<file path="config.mk">
export PLATFORM = sky130hd
export DESIGN_NAME = window_fetcher
export DESIGN_NICKNAME = d
export VERILOG_FILES = /design/src/rtl/window_fetcher_pkg.sv /design/src/rtl/window_addr_gen.sv /design/src/rtl/window_fetcher.sv
export SDC_FILE = /design/constraint.sdc
export NUM_CORES = 1
export LEC_CHECK = 0
export ABC_CLOCK_PERIOD_IN_PS = 6400
export CORE_MARGIN = 5
export CORE_UTILIZATION = 45
export CTS_CLUSTER_SIZE = 10
export DETAILED_ROUTE_END_ITERATION = 10
export GPL_ROUTABILITY_DRIVEN = 0
export PLACE_DENSITY_LB_ADDON = 0.15
export SLEW_MARGIN = 40
export SYNTH_ARGS = -nofsm -noshare
export SYNTH_HDL_FRONTEND = slang
export SYNTH_SLANG_ARGS = --single-unit
</file>
<file path="constraint.sdc">
create_clock -name clock -period 6.4 [get_ports clock]
set_input_delay 1.28 -clock clock [delete_from_list [all_inputs] [get_ports clock]]
set_output_delay 1.28 -clock clock [all_outputs]
set_load 0.03 [all_outputs]
</file>
<file path="src/rtl/window_fetcher_pkg.sv">
// Shared types and sizing helpers for the window fetcher: FSM state encoding,
// default map dimensions and padded-image geometry.
package window_fetcher_pkg;

  localparam int DEF_INPUT_WIDTH  = 8;
  localparam int DEF_INPUT_HEIGHT = 8;

  typedef enum logic [1:0] {
    IDLE  = 2'd0,
    ISSUE = 2'd1,
    DRAIN = 2'd2,
    READY = 2'd3
  } fetch_state_e;

  // Padded image edge: output map edge plus the kernel overhang.
  function automatic int padded_dim(input int dim, input int kernel);
    return dim + kernel - 1;
  endfunction

  function automatic int clog2_min1(input int value);
    return (value > 1) ? $clog2(value) : 1;
  endfunction

endpackage

</file>
<file path="src/rtl/window_addr_gen.sv">
// Combinational read-address generator: maps the latched window origin plus the
// row/column counters onto the row-major padded image.
module window_addr_gen #(
  parameter int ADDR_W   = 7,
  parameter int PADDED_W = 10,
  parameter int H_W      = 3,
  parameter int W_W      = 3,
  parameter int RC_W     = 2
) (
  input  logic              rd_en_i,
  input  logic [H_W-1:0]    h_base_i,
  input  logic [W_W-1:0]    w_base_i,
  input  logic [RC_W-1:0]   row_i,
  input  logic [RC_W-1:0]   col_i,
  output logic [ADDR_W-1:0] addr_o
);

  logic [ADDR_W-1:0] abs_row;
  logic [ADDR_W-1:0] abs_col;

  // Widen every operand before adding so the largest window origin cannot wrap.
  always_comb begin
    abs_row = ADDR_W'(h_base_i) + ADDR_W'(row_i);
    abs_col = ADDR_W'(w_base_i) + ADDR_W'(col_i);
    addr_o  = '0;
    if (rd_en_i) begin
      addr_o = abs_row * ADDR_W'(PADDED_W) + abs_col;
    end
  end

endmodule

</file>
<file path="src/rtl/window_fetcher.sv">
// Fetches a KERNEL_SIZE x KERNEL_SIZE pixel window from a pre-padded row-major
// image memory with one-cycle read latency and presents it as a flat vector.
module window_fetcher
  import window_fetcher_pkg::*;
#(
  parameter int KERNEL_SIZE  = 3,
  parameter int PIXEL_WIDTH  = 8,
  parameter int INPUT_WIDTH  = DEF_INPUT_WIDTH,
  parameter int INPUT_HEIGHT = DEF_INPUT_HEIGHT,
  localparam int PADDED_W    = padded_dim(INPUT_WIDTH, KERNEL_SIZE),
  localparam int PADDED_H    = padded_dim(INPUT_HEIGHT, KERNEL_SIZE),
  localparam int ADDR_W      = $clog2(PADDED_W * PADDED_H),
  localparam int W_LOG       = clog2_min1(INPUT_WIDTH),
  localparam int H_LOG       = clog2_min1(INPUT_HEIGHT)
) (
  input  logic                                       clock,
  input  logic                                       reset,
  input  logic                                       input_req,
  input  logic [W_LOG-1:0]                           width_index,
  input  logic [H_LOG-1:0]                           height_index,
  output logic                                       input_ready,
  output logic                                       busy,
  output logic                                       mem_rd_en,
  output logic [ADDR_W-1:0]                          mem_addr,
  input  logic [PIXEL_WIDTH-1:0]                     mem_rdata,
  output logic [KERNEL_SIZE*KERNEL_SIZE*PIXEL_WIDTH-1:0] window
);

  localparam int NUM_PIX = KERNEL_SIZE * KERNEL_SIZE;
  localparam int K_W     = clog2_min1(NUM_PIX);
  localparam int RC_W    = clog2_min1(KERNEL_SIZE);

  fetch_state_e     state_q, state_d;
  logic [H_LOG-1:0] h_base_q, h_base_d;
  logic [W_LOG-1:0] w_base_q, w_base_d;
  logic [K_W-1:0]   k_q, k_d;
  logic [RC_W-1:0]  row_q, row_d;
  logic [RC_W-1:0]  col_q, col_d;
  logic [K_W-1:0]   k_dly_q;
  logic             rd_en_dly_q;

  always_comb begin
    state_d     = state_q;
    h_base_d    = h_base_q;
    w_base_d    = w_base_q;
    k_d         = k_q;
    row_d       = row_q;
    col_d       = col_q;
    mem_rd_en   = 1'b0;
    input_ready = 1'b0;
    unique case (state_q)
      IDLE: begin
        if (input_req) begin
          h_base_d = height_index;
          w_base_d = width_index;
          k_d      = '0;
          row_d    = '0;
          col_d    = '0;
          state_d  = ISSUE;
        end
      end
      ISSUE: begin
        mem_rd_en = 1'b1;
        k_d       = k_q + K_W'(1);
        // Row/column counters track k so the address needs no divide by K.
        if (col_q == RC_W'(KERNEL_SIZE - 1)) begin
          col_d = '0;
          row_d = row_q + RC_W'(1);
        end else begin
          col_d = col_q + RC_W'(1);
        end
        if (k_q == K_W'(NUM_PIX - 1)) begin
          k_d     = '0;
          row_d   = '0;
          col_d   = '0;
          state_d = DRAIN;
        end
      end
      DRAIN: begin
        state_d = READY;
      end
      READY: begin
        // A withdrawn request silently discards the finished window.
        input_ready = input_req;
        state_d     = IDLE;
      end
      default: begin
        state_d = IDLE;
      end
    endcase
  end

  always_ff @(posedge clock) begin
    if (reset) begin
      state_q     <= IDLE;
      h_base_q    <= '0;
      w_base_q    <= '0;
      k_q         <= '0;
      row_q       <= '0;
      col_q       <= '0;
      k_dly_q     <= '0;
      rd_en_dly_q <= 1'b0;
    end else begin
      state_q     <= state_d;
      h_base_q    <= h_base_d;
      w_base_q    <= w_base_d;
      k_q         <= k_d;
      row_q       <= row_d;
      col_q       <= col_d;
      k_dly_q     <= k_q;
      rd_en_dly_q <= mem_rd_en;
    end
  end

  assign busy = (state_q != IDLE);

  window_addr_gen #(
    .ADDR_W   (ADDR_W),
    .PADDED_W (PADDED_W),
    .H_W      (H_LOG),
    .W_W      (W_LOG),
    .RC_W     (RC_W)
  ) u_addr_gen (
    .rd_en_i  (mem_rd_en),
    .h_base_i (h_base_q),
    .w_base_i (w_base_q),
    .row_i    (row_q),
    .col_i    (col_q),
    .addr_o   (mem_addr)
  );

  // One register per window slot, written when its read returns.
  genvar gi;
  generate
    for (gi = 0; gi < NUM_PIX; gi++) begin : g_slot
      logic [PIXEL_WIDTH-1:0] pix_q;
      always_ff @(posedge clock) begin
        if (reset) begin
          pix_q <= '0;
        end else if (rd_en_dly_q && (k_dly_q == K_W'(gi))) begin
          pix_q <= mem_rdata;
        end
      end
      assign window[gi*PIXEL_WIDTH +: PIXEL_WIDTH] = pix_q;
    end
  endgenerate

endmodule

</file>
**Word-level counts from Yosys, hierarchy flattened**

Index checks and enable logic that the tools add are counted.
W data, S select, Z words.

- Shifts and indexed selects: 0
- Multipliers: 1
- Reduce and logical (&&, ||, !) cells: 17
- Equal/unequal tests: 16
- Div/mod/pow operators: 0
- Muxes and demuxes: 16
- Bitwise logic cells: 0
- $add $sub $neg: 6
- Order comparisons: 0

Operators by type and width:

| operator | count |
|---|---|
| $eq A4 B3 Y1 const B | 4 |
| $mux W2 | 7 |
| $logic_and A1 B1 Y1 | 9 |
| $add A3 B2 Y4 | 2 |
| $eq A4 B2 Y1 const B | 2 |
| $eq A4 B4 Y1 const B | 2 |
| $mux W4 | 2 |
| $pmux W2 S2 | 2 |
| $pmux W2 S4 | 1 |
| $pmux W4 S2 | 1 |
| $add A7 B7 Y7 | 1 |
| $mul A7 B3 Y6 const B | 1 |
| $mux W7 | 1 |
| $eq A2 B2 Y1 const B | 3 |
| $reduce_and A2 Y1 | 3 |
| $add A2 B1 Y2 const B | 2 |
| $add A4 B1 Y4 const B | 1 |
| $eq A4 B1 Y1 const B | 1 |
| $logic_not A4 Y1 | 1 |
| $ne A2 B2 Y1 const B | 2 |
| $reduce_bool A2 Y1 | 2 |
| $ne A3 B3 Y1 const B | 1 |
| $reduce_and A3 Y1 | 1 |
| $eq A2 B1 Y1 const B | 1 |
| 2 further kinds | 3 |

- Memories: 0
- Output and inout bits: 82
- Bits in latches: 0
- Register bits: 93
- Word-level logic and storage cells: 73
- Memory bits (read-only): 0
- Memory bits (writable): 0

**Longest topological paths before layout**

- Word-level depth: 4
- Depth in mapped cells: 10
- Depth with buffers taken out: 10

**Cells and area by module**

From an unflattened synthesis, not the netlist that was laid out.

- Cells, all modules: 503
- Area total of the unflattened synthesis: 4,222.8 um^2

By module, submodules not included:

| module | cells an instance | area an instance (um^2) | sequential area each (um^2) | times used |
|---|---|---|---|---|
| window_fetcher | 458 | 3,822.4 | 1,861.8 | 1 |
| window_addr_gen | 45 | 400.4 | 0.0 | 1 |

**Worst setup path after synthesis**

Ideal clock, no wire load.

- Path type: flip-flop to output port
- Start point: register h_base_q[0]
- End point: output port mem_addr[5]
- Required time: 5,120 ps
- Slack: 2,288 ps
- Arrival time: 2,832 ps
- Cell stages (with the launch flop): 9
- Cell sequence: dfxtp_1 ha_1 fa_1 ha_1 ha_1 inv_1 fa_1 o21ai_0 nor3b_1

- Longest elaborated chain between the ends: 4

Ends and longest elaborated chain:

| item | RTL line | RTL |
|---|---|---|
| start, declared | window_fetcher.sv:34 | `logic [H_LOG-1:0] h_base_q, h_base_d;` |
| start signal, assigned | window_fetcher.sv:105 | `h_base_q <= h_base_d;` |
| $add A3 B2 Y4 | window_addr_gen.sv:23 | `abs_row = ADDR_W'(h_base_i) + ADDR_W'(row_i);` |
| $mul A7 B3 Y6 | window_addr_gen.sv:27 | `addr_o = abs_row * ADDR_W'(PADDED_W) + abs_col;` |
| $add A7 B7 Y7 | window_addr_gen.sv:27 |  |
| $mux W7 | window_addr_gen.sv:26 | `if (rd_en_i) begin` |
| end, declared | window_fetcher.sv:24 | `output logic [ADDR_W-1:0] mem_addr,` |

No other way between the ends.

**Final worst setup path**

- Start point: register row_q[0]
- End point: output port mem_addr[6]

- Longest elaborated chain between the ends: 4

Ends and longest elaborated chain:

| item | RTL line | RTL |
|---|---|---|
| start, declared | window_fetcher.sv:37 | `logic [RC_W-1:0] row_q, row_d;` |
| start signal, assigned | window_fetcher.sv:108 | `row_q <= row_d;` |
| $add A3 B2 Y4 | window_addr_gen.sv:23 |  |
| $mul A7 B3 Y6 | window_addr_gen.sv:27 |  |
| $add A7 B7 Y7 | window_addr_gen.sv:27 |  |
| $mux W7 | window_addr_gen.sv:26 |  |

No other way between the ends.

==> flow_summary.html <==
<table>
<tr><th>Metric</th><th>Value</th></tr>
<tr><th colspan="2">Critical path</th></tr>
<tr><td>Reg-to-reg critical path endpoint</td><td>row_q[0]</td></tr>
<tr><td>Worst R2R Path Depth</td><td>5</td></tr>
<tr><td>Critical path startpoint category</td><td>flop</td></tr>
<tr><td>Setup slack of the most critical reg-to-reg path</td><td>4300 ps</td></tr>
<tr><td>Endpoint of the most critical setup path</td><td>mem_addr[6]</td></tr>
<tr><td>Critical setup path kind</td><td>flop to output pin</td></tr>
<tr><td>Endpoint required time on the critical path</td><td>5120 ps</td></tr>
<tr><td>CP endpoint kind</td><td>output pin</td></tr>
<tr><td>First element of the critical path</td><td>row_q[0]</td></tr>
<tr><td>Reg-to-Reg Start</td><td>state_q[1]</td></tr>
<tr><td>Crit path DAT</td><td>3660 ps</td></tr>
<tr><td>Critical Path Fanout Max</td><td>3</td></tr>
<tr><th colspan="2">Cells and area</th></tr>
<tr><td>Final Cell Area</td><td>5340 sq um</td></tr>
<tr><td>Fillers</td><td>841</td></tr>
<tr><td>Count of inserted antenna diode cells</td><td>0</td></tr>
<tr><td>Most common cell after layout, fill and taps aside</td><td>sky130_fd_sc_hd__clkdlybuf4s50_1</td></tr>
<tr><td>Synthesis-to-layout area growth</td><td>26.4%</td></tr>
<tr><td>Commonest cells after routing, fill and taps aside</td><td>97 x sky130_fd_sc_hd__clkdlybuf4s50_1, 93 x sky130_fd_sc_hd__dfxtp_1, 86 x sky130_fd_sc_hd__a21oi_1</td></tr>
<tr><td>Number of nets in the finished design</td><td>605</td></tr>
<tr><td>Share of final-layout standard cells stronger than drive strength 1</td><td>0.0490</td></tr>
<tr><th colspan="2">Logic synthesis</th></tr>
<tr><td>Share of synthesized registers carrying an async set or reset</td><td>0</td></tr>
<tr><td>Synth warn</td><td>0</td></tr>
<tr><td>Mapped Nets</td><td>545</td></tr>
<tr><td>Number of instances in the synthesized netlist</td><td>507</td></tr>
<tr><td>EDFF count, synth</td><td>0</td></tr>
<tr><td>Part of the Yosys area used for sequential elements</td><td>0.440</td></tr>
<tr><td>Combined area of all synthesized cells</td><td>4230 sq um</td></tr>
<tr><td>Post-synthesis register bit count</td><td>93</td></tr>
<tr><td>Post-synthesis cell type count</td><td>47</td></tr>
<tr><td>Leading register cell type out of synthesis</td><td>sky130_fd_sc_hd__dfxtp_1</td></tr>
<tr><td>Post-Synthesis Mean Instance Area</td><td>8.34 sq um</td></tr>
<tr><th colspan="2">Routing</th></tr>
<tr><td>Number of violations reported at the end of detailed-routing iteration 0</td><td>221</td></tr>
<tr><td>Ratio of routed vias to standard cells</td><td>5.67</td></tr>
<tr><td>Residual DRC count</td><td>0</td></tr>
<tr><td>Remaining antenna violation count after routing</td><td>0</td></tr>
<tr><td>Total length of routed wires</td><td>11500 um</td></tr>
<tr><td>Wire per inst</td><td>16.9 um</td></tr>
<tr><td>Total iterations of the first detailed-routing run</td><td>4</td></tr>
<tr><td>Vias</td><td>3869</td></tr>
<tr><th colspan="2">Status</th></tr>
<tr><td>Run status</td><td>finished, final reports clean</td></tr>
<tr><th colspan="2">Timing</th></tr>
<tr><td>Fin Clk Skew</td><td>14.0 ps</td></tr>
<tr><td>RSZ-0062 raised after global routing</td><td>false</td></tr>
<tr><td>Final period util</td><td>0.772</td></tr>
<tr><td>Time the final worst path needs with I/O delays and setup</td><td>4940 ps</td></tr>
<tr><td>Final-report max-slew violation count</td><td>0</td></tr>
<tr><td>Remaining max-slew budget at the tightest pin</td><td>0.501</td></tr>
<tr><td>Setup_tns</td><td>0 ps</td></tr>
<tr><td>Hold violation count in the final report</td><td>0</td></tr>
<tr><td>Fmax achieved</td><td>202 MHz</td></tr>
<tr><td>Worst Tran Pin Value</td><td>746 ps</td></tr>
<tr><td>Number of endpoints failing setup at the final stage</td><td>0</td></tr>
<tr><th colspan="2">Floorplanning</th></tr>
<tr><td>Initial Utilization</td><td>0.460</td></tr>
<tr><td>Vertical extent of the die</td><td>107 um</td></tr>
<tr><td>Die outline width</td><td>107 um</td></tr>
<tr><td>Core outline area</td><td>9200 sq um</td></tr>
<tr><td>Area of the die</td><td>11400 sq um</td></tr>
<tr><td>Number of core rows</td><td>35</td></tr>
<tr><td>I/O Pins</td><td>99</td></tr>
<tr><th colspan="2">Clocking</th></tr>
<tr><td>Sinks on Clock Net</td><td>93</td></tr>
<tr><td>Clock tree from TritonCTS</td><td>yes</td></tr>
<tr><td>Clock latency at the later pin of the worst-skew pair</td><td>360 ps</td></tr>
<tr><td>Root buffer cell</td><td>sky130_fd_sc_hd__clkbuf_8</td></tr>
<tr><td>Worst-path clk slew</td><td>90 ps</td></tr>
<tr><td>Post-CTS sizing</td><td>0</td></tr>
<tr><td>Number of buffers inserted for hold repair after clock tree synthesis</td><td>0</td></tr>
<tr><td>Longest Clk Path Bufs</td><td>2</td></tr>
<tr><td>Buffer count from post-CTS setup fixing</td><td>0</td></tr>
<tr><td>CTS buffer count</td><td>9</td></tr>
<tr><td>CTS HTree Levels</td><td>3</td></tr>
<tr><th colspan="2">Global routing</th></tr>
<tr><td>Grt ovf</td><td>0</td></tr>
<tr><td>GRT Resource Usage Total</td><td>0.200</td></tr>
<tr><td>Met3 layer usage reported by global route</td><td>0.0464</td></tr>
<tr><td>Number of antenna violations at the first check in global routing</td><td>0</td></tr>
<tr><td>GR met2 Demand/Resource</td><td>0.299</td></tr>
<tr><td>First-pass GRT wire length</td><td>18400 um</td></tr>
<tr><td>GR met1 Demand/Resource</td><td>0.292</td></tr>
<tr><td>Peak-usage layer in the global routing report</td><td>met2</td></tr>
<tr><td>Largest net degree at the start of global routing</td><td>85</td></tr>
<tr><td>Number of global-route vias before repair</td><td>3667</td></tr>
<tr><th colspan="2">Power and ir drop</th></tr>
<tr><td>Leakage power</td><td>0.00182 uW</td></tr>
<tr><td>PnR Total Power</td><td>1400 uW</td></tr>
<tr><td>Max rail drop VDD</td><td>0.000153 V</td></tr>
<tr><td>Cell area power density</td><td>262 nW/um^2</td></tr>
<tr><th colspan="2">Worst hold path</th></tr>
<tr><td>Critical hold path startpoint</td><td>h_base_q[0]</td></tr>
<tr><td>Path class of the lowest-slack min-delay path</td><td>flop to flop</td></tr>
<tr><th colspan="2">Placement</th></tr>
<tr><td>HPWL after DPL</td><td>7650 um</td></tr>
<tr><td>Total cell area at the placement stage</td><td>5140 sq um</td></tr>
<tr><td>Port buffer count</td><td>98</td></tr>
<tr><th colspan="2">Run</th></tr>
<tr><td>Reported max-cap violation count</td><td>0</td></tr>
</table>
## metal layers
| layer | share of wire | wire length [um] | vias to the layer above |
|---|---|---|---|
| met5 | 0 | 0 | - |
| met4 | 0.0091 | 105 | 0 |
| met1 | 0.46 | 5340 | 1842 |
| met3 | 0.062 | 714 | 8 |
| li1 | - | - | 1909 |
| met2 | 0.46 | 5330 | 110 |
## layout make-up
type                       instances  area (sq um)  share of cell area
clock buffer                       9           124              0.0232
clock inverter                     6          72.6              0.0136
inverter                          12          45.0             0.00843
multi-input combinational        350          2100               0.393
sequential                        93          1860               0.348
tap                              111           139              0.0260
timing repair buffer             101          1000               0.188
## Yosys cell counts (2+ instances only)
cell type / number / area [sq um]
sky130_fd_sc_hd__dfxtp_1: 93 / 1860
sky130_fd_sc_hd__a21oi_1: 86 / 430
sky130_fd_sc_hd__nand3_1: 81 / 405
sky130_fd_sc_hd__o21ai_0: 65 / 325
sky130_fd_sc_hd__clkbuf_1: 32 / 120
sky130_fd_sc_hd__ha_1: 17 / 213
sky130_fd_sc_hd__buf_2: 16 / 80.1
sky130_fd_sc_hd__nand2_1: 15 / 56.3
sky130_fd_sc_hd__inv_1: 12 / 45.0
sky130_fd_sc_hd__nor2b_1: 11 / 68.8
sky130_fd_sc_hd__o21ai_1: 9 / 45.0
sky130_fd_sc_hd__nand2b_1: 7 / 43.8
sky130_fd_sc_hd__nor2_1: 7 / 26.3
sky130_fd_sc_hd__nand4_1: 6 / 37.5
sky130_fd_sc_hd__and2_1: 5 / 31.3
sky130_fd_sc_hd__mux2i_1: 5 / 50.1
sky130_fd_sc_hd__fa_1: 4 / 80.1
sky130_fd_sc_hd__buf_6: 2 / 22.5
sky130_fd_sc_hd__clkbuf_2: 2 / 10.0
sky130_fd_sc_hd__nand3b_1: 2 / 15.0
sky130_fd_sc_hd__nor3_1: 2 / 10.0
sky130_fd_sc_hd__o211ai_1: 2 / 15.0
sky130_fd_sc_hd__xor2_1: 2 / 17.5
## cells by family (layout without fill, tap and decap cells)
logic type | Yosys count | count (layout) | share of synthesized area
AOI/OAI and AO/OA | 173 | 173 | 0.216
and+or+nand+nor | 148 | 148 | 0.191
DFF | 93 | 93 | 0.440
buffers and inverters | 64 | 128 | 0.0657
adders and majority gates | 21 | 21 | 0.0693
muxes | 5 | 5 | 0.0118
xor gates and xnor gates | 3 | 3 | 0.00622
## registers in the layout, summed over array words and instances, names as in the netlist
| register | count |
|---|---|
| state_q | 2 |
| h_base_q | 3 |
| k_q | 4 |
| g_slot.pix_q | 72 |
| row_q | 2 |
| k_dly_q | 4 |
| rd_en_dly_q | 1 |
| w_base_q | 3 |
| col_q | 2 |
## per-stage QoR
step	cells	setup slack, ps	hold slack (ps)	utilization
after floorplan	507	2290	440	-
after global placement	666	1950	454	0.558
after detailed placement	667	1840	453	0.559
after CTS	682	1440	466	0.581
after global routing	682	1230	499	0.581
final	682	1460	465	0.581
## where the power goes
part	internal (uW)	total, uW	switching (uW)
logic	128	368	240
registers	606	634	28.1
clock network	183	395	213
## critical path, cell delays in order (launching register included)
cell,delay (ps)
sky130_fd_sc_hd__dfxtp_1,340
sky130_fd_sc_hd__ha_1,220
sky130_fd_sc_hd__fa_1,520
sky130_fd_sc_hd__ha_1,340
sky130_fd_sc_hd__ha_1,200
sky130_fd_sc_hd__inv_1,70
sky130_fd_sc_hd__fa_1,450
sky130_fd_sc_hd__nor2b_1,200
sky130_fd_sc_hd__nand4_1,120
sky130_fd_sc_hd__mux2i_1,180
sky130_fd_sc_hd__clkdlybuf4s50_1,690
## worst min path at each step
stage	to	slack (ps)	cells past startpoint
after floorplan	w_base_q[0]	440	2
after global placement	w_base_q[0]	450	2
after detailed placement	h_base_q[0]	450	2
after CTS	h_base_q[0]	470	2
after global routing	w_base_q[0]	500	2
final	h_base_q[0]	460	2
Power figures use the tool's default switching activity.
